===== config.mk =====
export PLATFORM = sky130hd
export DESIGN_NAME = or1200_if_prefetch
export DESIGN_NICKNAME = d
export VERILOG_FILES = /design/src/rtl/or1200_if_prefetch.sv
export SDC_FILE = /design/constraint.sdc
export NUM_CORES = 1
export LEC_CHECK = 0
export ABC_AREA = 0
export BUFFER_PORTS_ARGS = -buffer_cell sky130_fd_sc_hd__buf_2
export CAP_MARGIN = 15
export CORE_UTILIZATION = 40
export DETAILED_ROUTE_END_ITERATION = 10
export GPL_ROUTABILITY_DRIVEN = 0
export MAX_ROUTING_LAYER = met4
export RECOVER_POWER = 50
export SYNTH_ARGS = -nofsm -noshare
export SYNTH_HDL_FRONTEND = slang
export SYNTH_SLANG_ARGS = --single-unit

===== constraint.sdc =====
create_clock -name clk -period 4.3 [get_ports clk]
set_input_delay 0.43 -clock clk [delete_from_list [all_inputs] [get_ports clk]]
set_output_delay 0.43 -clock clk [all_outputs]
set_load 0.02 [all_outputs]

===== src/rtl/or1200_if_prefetch.sv =====
// Instruction-fetch prefetch stage: issues sequential fetches on the instruction bus,
// buffers the returned words in a small FIFO and presents the head entry to decode.
module or1200_if_prefetch #(
    parameter int          DEPTH    = 2,
    parameter logic [31:0] RESET_PC = 32'h0000_0100,
    parameter logic [31:0] NOP_INSN = 32'h1541_0000
) (
    input  logic                     clk,
    input  logic                     rst,
    output logic                     icpu_req_o,
    output logic [31:0]              icpu_adr_o,
    input  logic [31:0]              icpu_dat_i,
    input  logic                     icpu_ack_i,
    input  logic                     icpu_err_i,
    input  logic                     redir_i,
    input  logic [31:0]              redir_pc_i,
    input  logic                     id_freeze,
    output logic [31:0]              if_insn,
    output logic [31:0]              if_pc,
    output logic                     if_valid,
    output logic                     if_stall,
    output logic                     except_ibuserr,
    output logic [$clog2(DEPTH):0]   fifo_level
);

    localparam int PTR_W = $clog2(DEPTH);
    localparam int LVL_W = PTR_W + 1;

    typedef struct packed {
        logic [31:0] insn;
        logic [31:0] pc;
        logic        err;
    } entry_t;

    entry_t             mem [DEPTH];
    entry_t             head;
    entry_t             wr_entry;
    logic [PTR_W-1:0]   wr_ptr, rd_ptr;
    logic [LVL_W-1:0]   level, level_next;
    logic [31:0]        fetch_pc, fetch_pc_next, adr_next;
    logic               discard, discard_next;
    logic               halted, halted_next;
    logic               req_next;
    logic               resp, push, pop, hold;

    // Responses only count while a request is actually on the bus.
    assign resp = icpu_req_o & (icpu_ack_i | icpu_err_i);
    assign push = resp & ~discard & ~redir_i;
    assign pop  = if_valid & ~id_freeze & ~redir_i;
    assign hold = icpu_req_o & ~(icpu_ack_i | icpu_err_i);

    assign wr_entry.insn = icpu_err_i ? NOP_INSN : icpu_dat_i;
    assign wr_entry.pc   = icpu_adr_o;
    assign wr_entry.err  = icpu_err_i;

    // NOTE: every signal driven here gets a default first, so no path can leave
    // a value unassigned and infer a latch.
    always_comb begin
        level_next    = level;
        halted_next   = halted;
        fetch_pc_next = fetch_pc;
        discard_next  = 1'b0;
        req_next      = 1'b0;
        adr_next      = icpu_adr_o;

        if (redir_i) begin
            level_next    = '0;
            halted_next   = 1'b0;
            fetch_pc_next = redir_pc_i & ~32'h3;
        end else begin
            case ({push, pop})
                2'b10:   level_next = level + LVL_W'(1);
                2'b01:   level_next = level - LVL_W'(1);
                default: level_next = level;
            endcase
            if (push && icpu_err_i)
                halted_next = 1'b1;
            else if (push)
                fetch_pc_next = fetch_pc + 32'd4;
        end

        // An outstanding request survives a redirect; its response is tagged for discard.
        if (hold) begin
            discard_next = discard | redir_i;
            req_next     = 1'b1;
            adr_next     = icpu_adr_o;
        end else begin
            req_next = ~halted_next & (level_next < LVL_W'(DEPTH));
            adr_next = fetch_pc_next;
        end
    end

    // NOTE: state registers use non-blocking assignments so every flop samples
    // the pre-edge values regardless of statement order.
    always_ff @(posedge clk or negedge rst) begin
        if (!rst) begin
            icpu_req_o <= 1'b0;
            icpu_adr_o <= RESET_PC;
            fetch_pc   <= RESET_PC;
            discard    <= 1'b0;
            halted     <= 1'b0;
            level      <= '0;
            wr_ptr     <= '0;
            rd_ptr     <= '0;
        end else begin
            icpu_req_o <= req_next;
            icpu_adr_o <= adr_next;
            fetch_pc   <= fetch_pc_next;
            discard    <= discard_next;
            halted     <= halted_next;
            level      <= level_next;
            if (redir_i) begin
                wr_ptr <= '0;
                rd_ptr <= '0;
            end else begin
                if (push) wr_ptr <= wr_ptr + PTR_W'(1);
                if (pop)  rd_ptr <= rd_ptr + PTR_W'(1);
            end
        end
    end

    // NOTE: the FIFO storage is not reset; the level counter gates every read,
    // so stale contents can never reach the outputs.
    always_ff @(posedge clk) begin
        if (push)
            mem[wr_ptr] <= wr_entry;
    end

    assign head           = mem[rd_ptr];
    assign if_valid       = (level != '0);
    assign if_insn        = if_valid ? head.insn : NOP_INSN;
    assign if_pc          = if_valid ? head.pc : 32'h0;
    assign except_ibuserr = if_valid & head.err;
    assign if_stall       = (level == '0) & ~halted;
    assign fifo_level     = level;

endmodule


==> results of run 1 <==
[metal layers]
metal  vias to the layer above  share of wire, %  track usage, %
li1                       2700                 -               -
met1                      2744                45           23.70
met2                       173                47           28.62
met3                        16               6.2           2.909
met4                         0               1.1           3.900
met5                         -                 0               -
[placed cells by master, fill, tap and decap left out, types with 7 or more instances in the layout]
cell type  count
nand2_1       29
edfxtp_1     130
clkbuf_1      47
a221o_1       11
xnor2_1       13
inv_1          7
a21oi_1       14
and3_1        17
clkbuf_16     23
buf_4          7
mux2_2        20
nor2_1        98
o21ai_0       11
dfrtp_1       68
nor3_1         8
buf_2        131
nand4_1       10
nand3_1        9
mux2i_1       67
xor2_1        12
nor2b_1       32
[state kept, by name (all words and copies together), names as in the netlist, 2 cells and up]
signal	cells
mem	130
fetch_pc	32
icpu_adr_o	32
fifo_level	2
[cell families (layout without fill, tap and decap cells)]
| logic type | after synthesis | after routing | share of synthesized area, % |
|---|---|---|---|
| simple gates | 238 | 238 | 13.84 |
| flops | 201 | 201 | 64.26 |
| mux | 87 | 87 | 10.13 |
| buf+inv | 75 | 229 | 4.669 |
| compound gates | 53 | 53 | 4.202 |
| xor+xnor | 25 | 25 | 2.476 |
| fa+ha+maj | 3 | 3 | 0.4245 |
| other cells | 0 | 1 | 0 |
[stage by stage]
step / std cells / hold slack, ns / worst slack, ns / total power, µW
floorplan: 682 / 0.1344 / 0.04130 / 2816
CTS: 1116 / 0.09559 / 1.429 / 4845
global placement: 1074 / 0.4810 / 1.534 / 2989
detailed placement: 1074 / 0.4749 / 1.515 / 3000
global route: 1117 / 0.1583 / 0.9428 / 4984
finish: 1117 / 0.1678 / 1.315 / 4786
[layout make-up]
| type | count | share of cell area (%) |
|---|---|---|
| diodes | 1 | 0.02401 |
| clock inverters | 9 | 0.7322 |
| well taps | 280 | 3.361 |
| clock buffers | 33 | 6.074 |
| multi-input cells | 406 | 26.53 |
| repair buffers | 179 | 8.438 |
| flip-flops and latches | 201 | 54.56 |
| inverters | 8 | 0.2881 |
[synth_stat cells, types with 2 or more instances]
cell        n
a221o_1    11
nor3b_1     2
nand2_1    29
ha_1        3
and3_1     17
dfrtp_1    69
buf_1       2
nor2_1    100
xor2_1     12
a31oi_1     5
mux2_2     20
nor2b_1    32
nor3_1      8
xnor2_1    13
or4_1       2
and2_1      4
and4_4      2
clkbuf_1   26
buf_2       6
nand4_1    10
o21ai_0    10
a221oi_1    3
nor4_1      5
o31ai_1     4
edfxtp_1  130
a21oi_1    14
buf_4      33
mux2i_1    67
or2_2       5
dfstp_2     2
inv_1       7
nand3_1     9
[worst max-delay path: stages]
cell and delay (ns):
clkbuf_1 1.26, nor2_1 0.22, nor2b_1 0.29, and2_4 0.86
[worst max-delay path by stage]
stage	to	depth (start not counted)	slack [ns]
3_3_place_gp	mem[1][10]$_DFFE_PP_	4	1.53
6_report	mem[1][16]$_DFFE_PP_	4	1.31
3_5_place_dp	mem[1][38]$_DFFE_PP_	4	1.52
4_1_cts	if_insn[22]	4	1.43
5_1_grt	mem[1][22]$_DFFE_PP_	4	0.94
2_1_floorplan	mem[0][0]$_DFFE_PP_	4	0.04
[power groups by stage]
stage          Clock, µW  Sequential [µW]  Combinational (µW)
2_1_floorplan          0             2380                 439
4_1_cts             1880             2380                 589
6_report            1840             2370                 567
3_5_place_dp           0             2410                 586
3_3_place_gp           0             2410                 582
5_1_grt             1960             2400                 630
==> results.md, run 1 <==
- Outcome: complete, but fails checks
- Failing checks: max-capacitance violations, max-slew violations
- Final #Nets: 892
- Vias: 5633
- TritonCTS clock tree: built
- Grt ovf: 0
- Initial antenna violation count: 1
- Hold_sp: redir_pc_i[31]
- RSZ-0062 raised after global routing: no
- Reg-to-reg critical path startpoint: icpu_req_o$_DFF_PN0_
- PostCTS Resize Cnt: 0
- DR iter-0 viols: 266
- Drt wl/cell: 17.48 µm
- Area of the multi-input gates: 2765 µm²
- Critical Path RT: 4.42 ns
- Library cell with the largest summed area after synthesis: edfxtp_1
- Row count: 54
- Final TNS setup: 0 ns
- Critical path startpoint: icpu_err_i
- Clk buf depth: 3
- Core ar.: 21760 µm²
- Register area share after synthesis: 64.26%
- Starting Density: 40.65%
- TritonRoute pass-1 iters: 5
- Number of hold violations in the final report: 0
- IO Count: 172
- Post-Route Skew: 0.008358 ns
- Arrival @ worst endpoint: 3.11 ns
- Crit path kind: in -> reg
- Layout cells sized above 1: 25.72%
- Global-route wire length before repair: 30100 µm
- Net Count, Synth: 755
- Register area: 5687 µm²
- P per Cell Area: 459.1 nW/µm²
- Synth top area cells: edfxtp_1 (44%), dfrtp_1 (20%), mux2i_1 (7.6%), nor2_1 (4.2%), buf_4 (2.8%)
- Leading register cell type out of synthesis: edfxtp_1
- Worst hold path stage count: 2
- Worst hold-check path type: in -> reg
- CP Max Fanout: 65
- IO buf count: 169
- H-tree levels: 1
- Hold Crit Endpoint: fetch_pc[31]$_DFF_PN0_
- Internal power: 3549 µW
- Worst R2R Path Depth: 3
- Total CTS buffers: 23
- # clock sinks: 201
- Syn avg cell area: 12.97 µm²
- Filler cells: 2022
- Tcrit/Tclk final: 69.43%
- DIE AREA: 22710 µm²
- Die height: 150.7 µm
- HPWL Detailed: 12260 µm
- Pin count of the biggest net entering global routing: 72
- Peak Freq: 335.0 MHz
- Post-synth cell types: 52
- Post-synth EDFFs: 130
- Post-CTS Setup Inserts: 0
- Post-Syn Instances: 682
- Worst-path clk slew: 0.06 ns
- Clock power share: 38.5%
- Worst Tran Pin Value: 1.789 ns
- Overall routing resource usage: 17.78%
- Post-route ant nets: 0
- Crit start category: input pin
- Comb pwr share: 11.8%
- Vias in the first global route: 5568
- NetSw: 1236 µW
- Yosys warning total: 0
- Top-area cell type share of the netlist area: 44.14%
- Leakage: 0.003977 µW
- R2r setup slk: 2.02 ns
- P&R area growth vs syn: 17.87%
- Async S/R FF share, synth: 35.32%
- Fin util: 47.91%
- CP Capture Type: flop
- Final Critical Period: 2.985 ns
- Skew-Pair Late Insertion Delay: 0.51 ns
- Dpl cell area: 9768 µm²
- MaxCap Viol Count: 2
- Final instance area: 10420 µm²
- Part of the power in registers: 49.6%
- Width of the die: 150.7 µm
- Endpoints failing setup: 0
- Root Driver: clkbuf_16
- Max Slew Vio Count: 111
- DRC viols: 0
- Post-synthesis register bit count: 201
- Post-cts hold buffer count: 0
- Vias per cell: 5.043
- Relative slew slack: -19.27%
- Peak supply drop: 0.2558 mV
- Synth Cell Area: 8843 µm²
- Net Sw Frac: 25.83%
- Final WL: 19530 µm
- RR Endpoint: mem[1][16]$_DFFE_PP_
(Power assumes the default switching activity.)
==> inputs of run 2 (changes only) <==
- clock period: 4.3 -> 2.82 ns (I/O delays scaled with it)
==> results.md, run 2 (same netlist as run 1, synthesis figures left out) <==
- Worst-path clk slew: 0.06 ns (about the same)
- Final Critical Period: 2.354 ns
- CP max stage delay: 0.46 ns (was 1.26 ns)
- Root Driver: clkbuf_16 (unchanged)
- Crit start category: flop (was input pin)
- Peak supply drop: 0.4141 mV (was 0.2558 mV)
- Worst hold path stage count: 2 (unchanged)
- Row count: 54 (unchanged)
- DRC viols: 0 (unchanged)
- Commonest non-fill, non-tap cells in the layout: buf_2 (131), edfxtp_1 (130), nor2_1 (98) (unchanged)
- Largest regs: mem (130), fetch_pc (32), icpu_adr_o (32) (unchanged)
- HPWL Detailed: 12770 µm (was 12260 µm)
- CP Max Fanout: 8 (was 65)
- Final Power: 7295 µW (was 4786 µW)
- DR iter-0 viols: 228 (was 266)
- Worst Tran Pin Value: 1.380 ns (was 1.789 ns)
- Initial antenna violation count: 2 (was 1)
- Width of the die: 150.7 µm (unchanged)
- Relative slew slack: 8.031% (was -19.27%)
- Leakage: 0.004044 µW (was 0.003977 µW)
- MaxCap Viol Count: 0 (was 2)
- Drt wl/cell: 17.26 µm (was 17.48 µm)
- P per Cell Area: 689.0 nW/µm² (was 459.1 nW/µm²)
- CP Capture Type: flop (unchanged)
- Vias per cell: 5.039 (was 5.043)
- PostCTS Resize Cnt: 0 (unchanged)
- DIE AREA: 22710 µm² (unchanged)
- Post-route ant nets: 0 (unchanged)
- Commonest non-fill, non-tap cell in the layout: buf_2 (unchanged)
- TritonCTS clock tree: built (unchanged)
- Vias: 5684 (was 5633)
- RSZ-0062 raised after global routing: no (unchanged)
- IO Count: 172 (unchanged)
- Critical Path RT: 3.17 ns (was 4.42 ns)
- Core ar.: 21760 µm² (unchanged)
- Clk buf depth: 3 (unchanged)
- Endpoints failing setup: 0 (unchanged)
- Arrival @ worst endpoint: 2.71 ns (was 3.11 ns)
- TritonRoute pass-1 iters: 4 (was 5)
- Final WL: 19470 µm (was 19530 µm)
- Biggest register: mem (unchanged)
- Starting Density: 40.65% (unchanged)
- Final instance area: 10590 µm² (was 10420 µm²)
- Worst R2R Path Depth: 7 (was 3)
- P&R area growth vs syn: 19.72% (was 17.87%)
- Top delay family on crit path: simple AND/OR/NAND/NOR gates (unchanged)
- Overall routing resource usage: 17.54% (was 17.78%)
- Layout Cells excl Fill: 1128 (was 1117)
- H-tree levels: 1 (unchanged)
- Max Slew Vio Count: 0 (was 111)
- Dpl cell area: 9923 µm² (was 9768 µm²)
- Layout cells sized above 1: 25.89% (was 25.72%)
- Number of flip-flops in the largest register: 130 (unchanged)
- Peak Freq: 424.9 MHz
- Vias in the first global route: 5435 (was 5568)
- CP max stage cell: dfrtp_1 (was clkbuf_1)
- Final #Nets: 903 (was 892)
- Placed insts: 1083 (was 1074)
- Crit path kind: reg -> reg (was in -> reg)
- # clock sinks: 201 (unchanged)
- Total CTS buffers: 23 (unchanged)
- Global-route wire length before repair: 29620 µm (was 30100 µm)
- Worst hold-check path type: in -> reg (unchanged)
- Final TNS setup: 0 ns (unchanged)
- Grt ovf: 0 (unchanged)
- Skew-Pair Late Insertion Delay: 0.50 ns (was 0.51 ns)
- Tcrit/Tclk final: 83.46%
- Number of hold violations in the final report: 0 (unchanged)
- Die height: 150.7 µm (unchanged)
- CP Buf/Inv Count: 1 (unchanged)
- Outcome: completed (was complete, but fails checks)
- IO buf count: 169 (unchanged)
- Crit path depth: 7 (was 4)
- Hold_ws: 0.02102 ns (was 0.1678 ns)
- Post-Route Skew: 0.01470 ns (was 0.008358 ns)
- Critical path, cell by cell: nor3b_1 -> nor2b_1 -> inv_1 -> ha_1 -> or3_1 -> a21oi_1 -> o21ai_0 (was clkbuf_1 -> nor2_1 -> nor2b_1 -> and2_4)
- Pin count of the biggest net entering global routing: 63 (was 72)
==> run 2: cell count changes in the layout (fill, tap and decap cells not counted), moves of 2 or more <==
cell and delta:
clkinv_1 +2, buf_12 +7, clkinv_2 -2, dlygate4sd3_1 +2
==> run 2: per-layer routing <==
layer | wire [µm] | vias to the layer above | global-route usage [%]
li1 | - | 2726 | -
met5 | 0 | - | -
met1 | 8807 | 2786 | 22.86
met3 | 1116 | 25 | 2.879
met2 | 9220 | 147 | 28.55
met4 | 323 | 0 | 4.450
==> run 2: power by group <==
group          leakage, µW  internal, µW  switching, µW  total (µW)
sequential         0.00203          3450            170        3620
combinational      0.00166           340            559         899
clock             0.000348          1670           1110        2780
==> run 2: path summary, 6_finish.rpt <==
check	endpoint	start	slack, ns
worst max-delay path	icpu_req_o$_DFF_PN0_	icpu_req_o$_DFF_PN0_	0.47
worst min-delay path	fetch_pc[27]$_DFF_PN0_	redir_pc_i[27]	0.02
worst max register to register	icpu_req_o$_DFF_PN0_	icpu_req_o$_DFF_PN0_	0.47
worst min register to register	mem[1][1]$_DFFE_PP_	icpu_adr_o[0]$_DFFE_PN0N_	0.50
max in group asynchronous	icpu_adr_o[27]$_DFFE_PN0N_	rst	1.09
min in group asynchronous	icpu_adr_o[9]$_DFFE_PN0N_	rst	0.63
==> run 2: cell type report <==
class,instances,area [µm²]
Antenna cell,2,5.005
Clock buffer,33,643.1
Timing Repair Buffer,190,1047
Inverter,8,30.03
Tap cell,280,350.3
Sequential cell,201,5687
Clock inverter,8,65.06
Fill cell,2009,11170
Multi-Input combinational cell,406,2760
==> run 2: stage by stage <==
step | setup WS [ns] | util [%]
finish | 0.4665 | 48.67
global route | 0.2335 | 48.67
CTS | 0.4356 | 48.96
detailed placement | 0.5769 | 45.61
global placement | 0.5782 | 45.61
floorplan | 0.3713 | -
==> run 2: worst reg2reg max path, stage by stage (launching register included) <==
cell and delay (ns):
dfrtp_1 0.46, nor3b_1 0.41, nor2b_1 0.27, inv_1 0.12
ha_1 0.31, or3_1 0.34, a21oi_1 0.17, o21ai_0 0.11
==> run 2: timing repair <==
item,CTS,global route
endpoints found under the hold margin,51,0
hold buffers,2,0
setup buffers,0,0
==> inputs of run 3 (changes only) <==
- clock period: 2.82 -> 2.09 ns (I/O delays scaled with it)
==> results.md, run 3 (same netlist as run 1, synthesis figures left out) <==
- CP max stage cell: dfstp_2 (was dfrtp_1)
- Worst R2R Path Depth: 5 (was 7)
- HPWL Detailed: 12750 µm (was 12770 µm)
- Initial antenna violation count: 0 (was 2)
- Crit start category: flop (unchanged)
- Die height: 150.7 µm (unchanged)
- Failing checks: max-capacitance violations, max-slew violations
- Grt ovf: 0 (unchanged)
- Tcrit/Tclk final: 94.61% (was 83.46%)
- Starting Density: 40.65% (unchanged)
- Worst Tran Pin Value: 1.617 ns (was 1.380 ns)
- Relative slew slack: -7.830% (was 8.031%)
- DRC viols: 0 (unchanged)
- CP Max Fanout: 5 (was 8)
- Arrival @ worst endpoint: 2.35 ns (was 2.71 ns)
- Vias: 5786 (was 5684)
- Critical path, cell by cell: nand4_1 -> or4_4 -> nor3_1 -> xor2_1 -> a221o_1 (was nor3b_1 -> nor2b_1 -> inv_1 -> ha_1 -> or3_1 -> a21oi_1 -> o21ai_0)
- Skew-Pair Late Insertion Delay: 0.49 ns (was 0.50 ns)
- Worst hold-check path type: in -> reg (unchanged)
- Outcome: complete, but fails checks (was completed)
- Pin count of the biggest net entering global routing: 45 (was 63)
- Peak supply drop: 0.5279 mV (was 0.4141 mV)
- Final Critical Period: 1.977 ns (was 2.354 ns)
- Overall routing resource usage: 17.95% (was 17.54%)
- TritonCTS clock tree: built (unchanged)
- P per Cell Area: 906.6 nW/µm² (was 689.0 nW/µm²)
- Post-route ant nets: 0 (unchanged)
- Critical path startpoint: fetch_pc[8]$_DFF_PN1_ (was icpu_req_o$_DFF_PN0_)
- Total CTS buffers: 22 (was 23)
- Number of flip-flops in the largest register: 130 (unchanged)
- Commonest non-fill, non-tap cell in the layout: buf_2 (unchanged)
- Core ar.: 21760 µm² (unchanged)
- Filler cells: 1992 (was 2009)
- Final instance area: 11020 µm² (was 10590 µm²)
- Commonest non-fill, non-tap cells in the layout: buf_2 (133), edfxtp_1 (130), nor2_1 (98) (was buf_2 (131), edfxtp_1 (130), nor2_1 (98))
- Final WS setup: 0.1126 ns (was 0.4665 ns)
- Drt wl/cell: 17.50 µm (was 17.26 µm)
- Setup WS pre-CTS: 0.03201 ns (was 0.5769 ns)
- MaxCap Viol Count: 1 (was 0)
- Antenna diodes: 0 (was 2)
- TritonRoute pass-1 iters: 4 (unchanged)
- P&R area growth vs syn: 24.59% (was 19.72%)
- Max layer used: met4 (unchanged)
- Vias per cell: 4.975 (was 5.039)
- H-tree levels: 1 (unchanged)
- CP Capture Type: flop (unchanged)
- DIE AREA: 22710 µm² (unchanged)
- Final WL: 20360 µm (was 19470 µm)
- CP max stage delay: 0.55 ns (was 0.46 ns)
- RR Endpoint: icpu_adr_o[30]$_DFFE_PN0N_ (was icpu_req_o$_DFF_PN0_)
- Peak Freq: 505.7 MHz (was 424.9 MHz)
- IO Count: 172 (unchanged)
- Final #Nets: 940 (was 903)
- Worst hold path stage count: 3 (was 2)
- R2r setup slk: 0.11 ns (was 0.47 ns)
- Met1 wire length: 9417 µm (was 8807 µm)
- # clock sinks: 201 (unchanged)
- Met3 WL post-DR: 1114 µm (was 1116 µm)
- CP endpoint: icpu_adr_o[30]$_DFFE_PN0N_ (was icpu_req_o$_DFF_PN0_)
- Largest regs: mem (130), fetch_pc (32), icpu_adr_o (32) (unchanged)
- Vias in the first global route: 5556 (was 5435)
- Reg-to-reg critical path startpoint: fetch_pc[8]$_DFF_PN1_ (was icpu_req_o$_DFF_PN0_)
- Global-route wire length before repair: 30170 µm (was 29620 µm)
- Crit path kind: reg -> reg (unchanged)
- Critical Path RT: 2.46 ns (was 3.17 ns)
- DR iter-0 viols: 247 (was 228)
- Dpl cell area: 10030 µm² (was 9923 µm²)
- Leakage: 0.004250 µW (was 0.004044 µW)
- Width of the die: 150.7 µm (unchanged)
- Biggest register: mem (unchanged)
- Max Slew Vio Count: 36 (was 0)
- Layout cells sized above 1: 27.97% (was 25.89%)
- RSZ-0062 raised after global routing: no (unchanged)
- Worst-path clk slew: 0.06 ns (about the same)
- Final Power: 9988 µW (was 7295 µW)
- Root Driver: clkbuf_16 (unchanged)
- Clk buf depth: 3 (unchanged)
- Post-Route Skew: 0.01301 ns (was 0.01470 ns)
- DR WL met2: 9476 µm (was 9220 µm)
- Endpoints failing setup: 0 (unchanged)
- IO buf count: 169 (unchanged)
- Row count: 54 (unchanged)
- Number of hold violations in the final report: 0 (unchanged)
run 3: cell type report:
cell class                      instances  area, µm²  share of cell area [%]
Inverter                                8      30.03                  0.2725
Clock inverter                          6      60.06                  0.5451
Clock buffer                           34      656.9                   5.962
Multi-Input combinational cell        406       2793                   25.35
Sequential cell                       201       5689                   51.64
Tap cell                              280      350.3                   3.180
Timing Repair Buffer                  228       1439                   13.06
run 3: where the power goes:
group | switching, µW | internal, µW
Sequential | 206 | 4650
Combinational | 810 | 530
Clock | 1510 | 2290
Total | 2520 | 7460
run 3: how the worst min path moves through the flow:
stage / to / startpoint / slack [ns]
floorplan: discard$_DFF_PN0_ / rst / -0.09
global placement: icpu_adr_o[9]$_DFFE_PN0N_ / rst / 0.26
detailed placement: icpu_adr_o[9]$_DFFE_PN0N_ / rst / 0.26
CTS: mem[1][61]$_DFFE_PP_ / icpu_dat_i[28] / 0.0009
global route: fetch_pc[3]$_DFF_PN0_ / redir_pc_i[3] / 0.01
finish: fetch_pc[11]$_DFF_PN0_ / redir_pc_i[11] / 0.02
run 3: routing by layer:
metal  vias up  GRT usage [%]
li1       2796              -
met1      2792          24.58
met2       176          28.50
met3        22          2.121
met4         0          4.400
met5         -              -
run 3: worst max-delay path: cells and delay by family (launching register included):
kind | cells | cell delay (ns)
AND/OR/NAND/NOR | 3 | 0.89
flip-flops | 1 | 0.55
AO/OA/AOI/OAI | 1 | 0.32
XOR/XNOR | 1 | 0.11
run 3: what timing repair did:
| item | CTS | global route |
|---|---|---|
| cloned | 1 | 1 |
| setup endpoints to repair | 3 | 5 |
| hold endpoints to repair | 68 | 0 |
| pin swaps | 0 | 2 |
| setup buffers | 2 | 0 |
| hold buffers | 25 | 0 |
| gates resized for setup | 0 | 4 |
run 3: per-stage QoR:
| step | setup TNS, ns | cells | util [%] | hold WS, ns |
|---|---|---|---|---|
| finish | 0 | 1163 | 50.64 | 0.01704 |
| global route | 0 | 1163 | 50.64 | 0.01114 |
| CTS | 0 | 1162 | 50.78 | 0.0008833 |
| detailed placement | 0 | 1094 | 46.12 | 0.2557 |
| global placement | 0 | 1094 | 46.12 | 0.2551 |
| floorplan | -17.96 | 682 | - | -0.08659 |
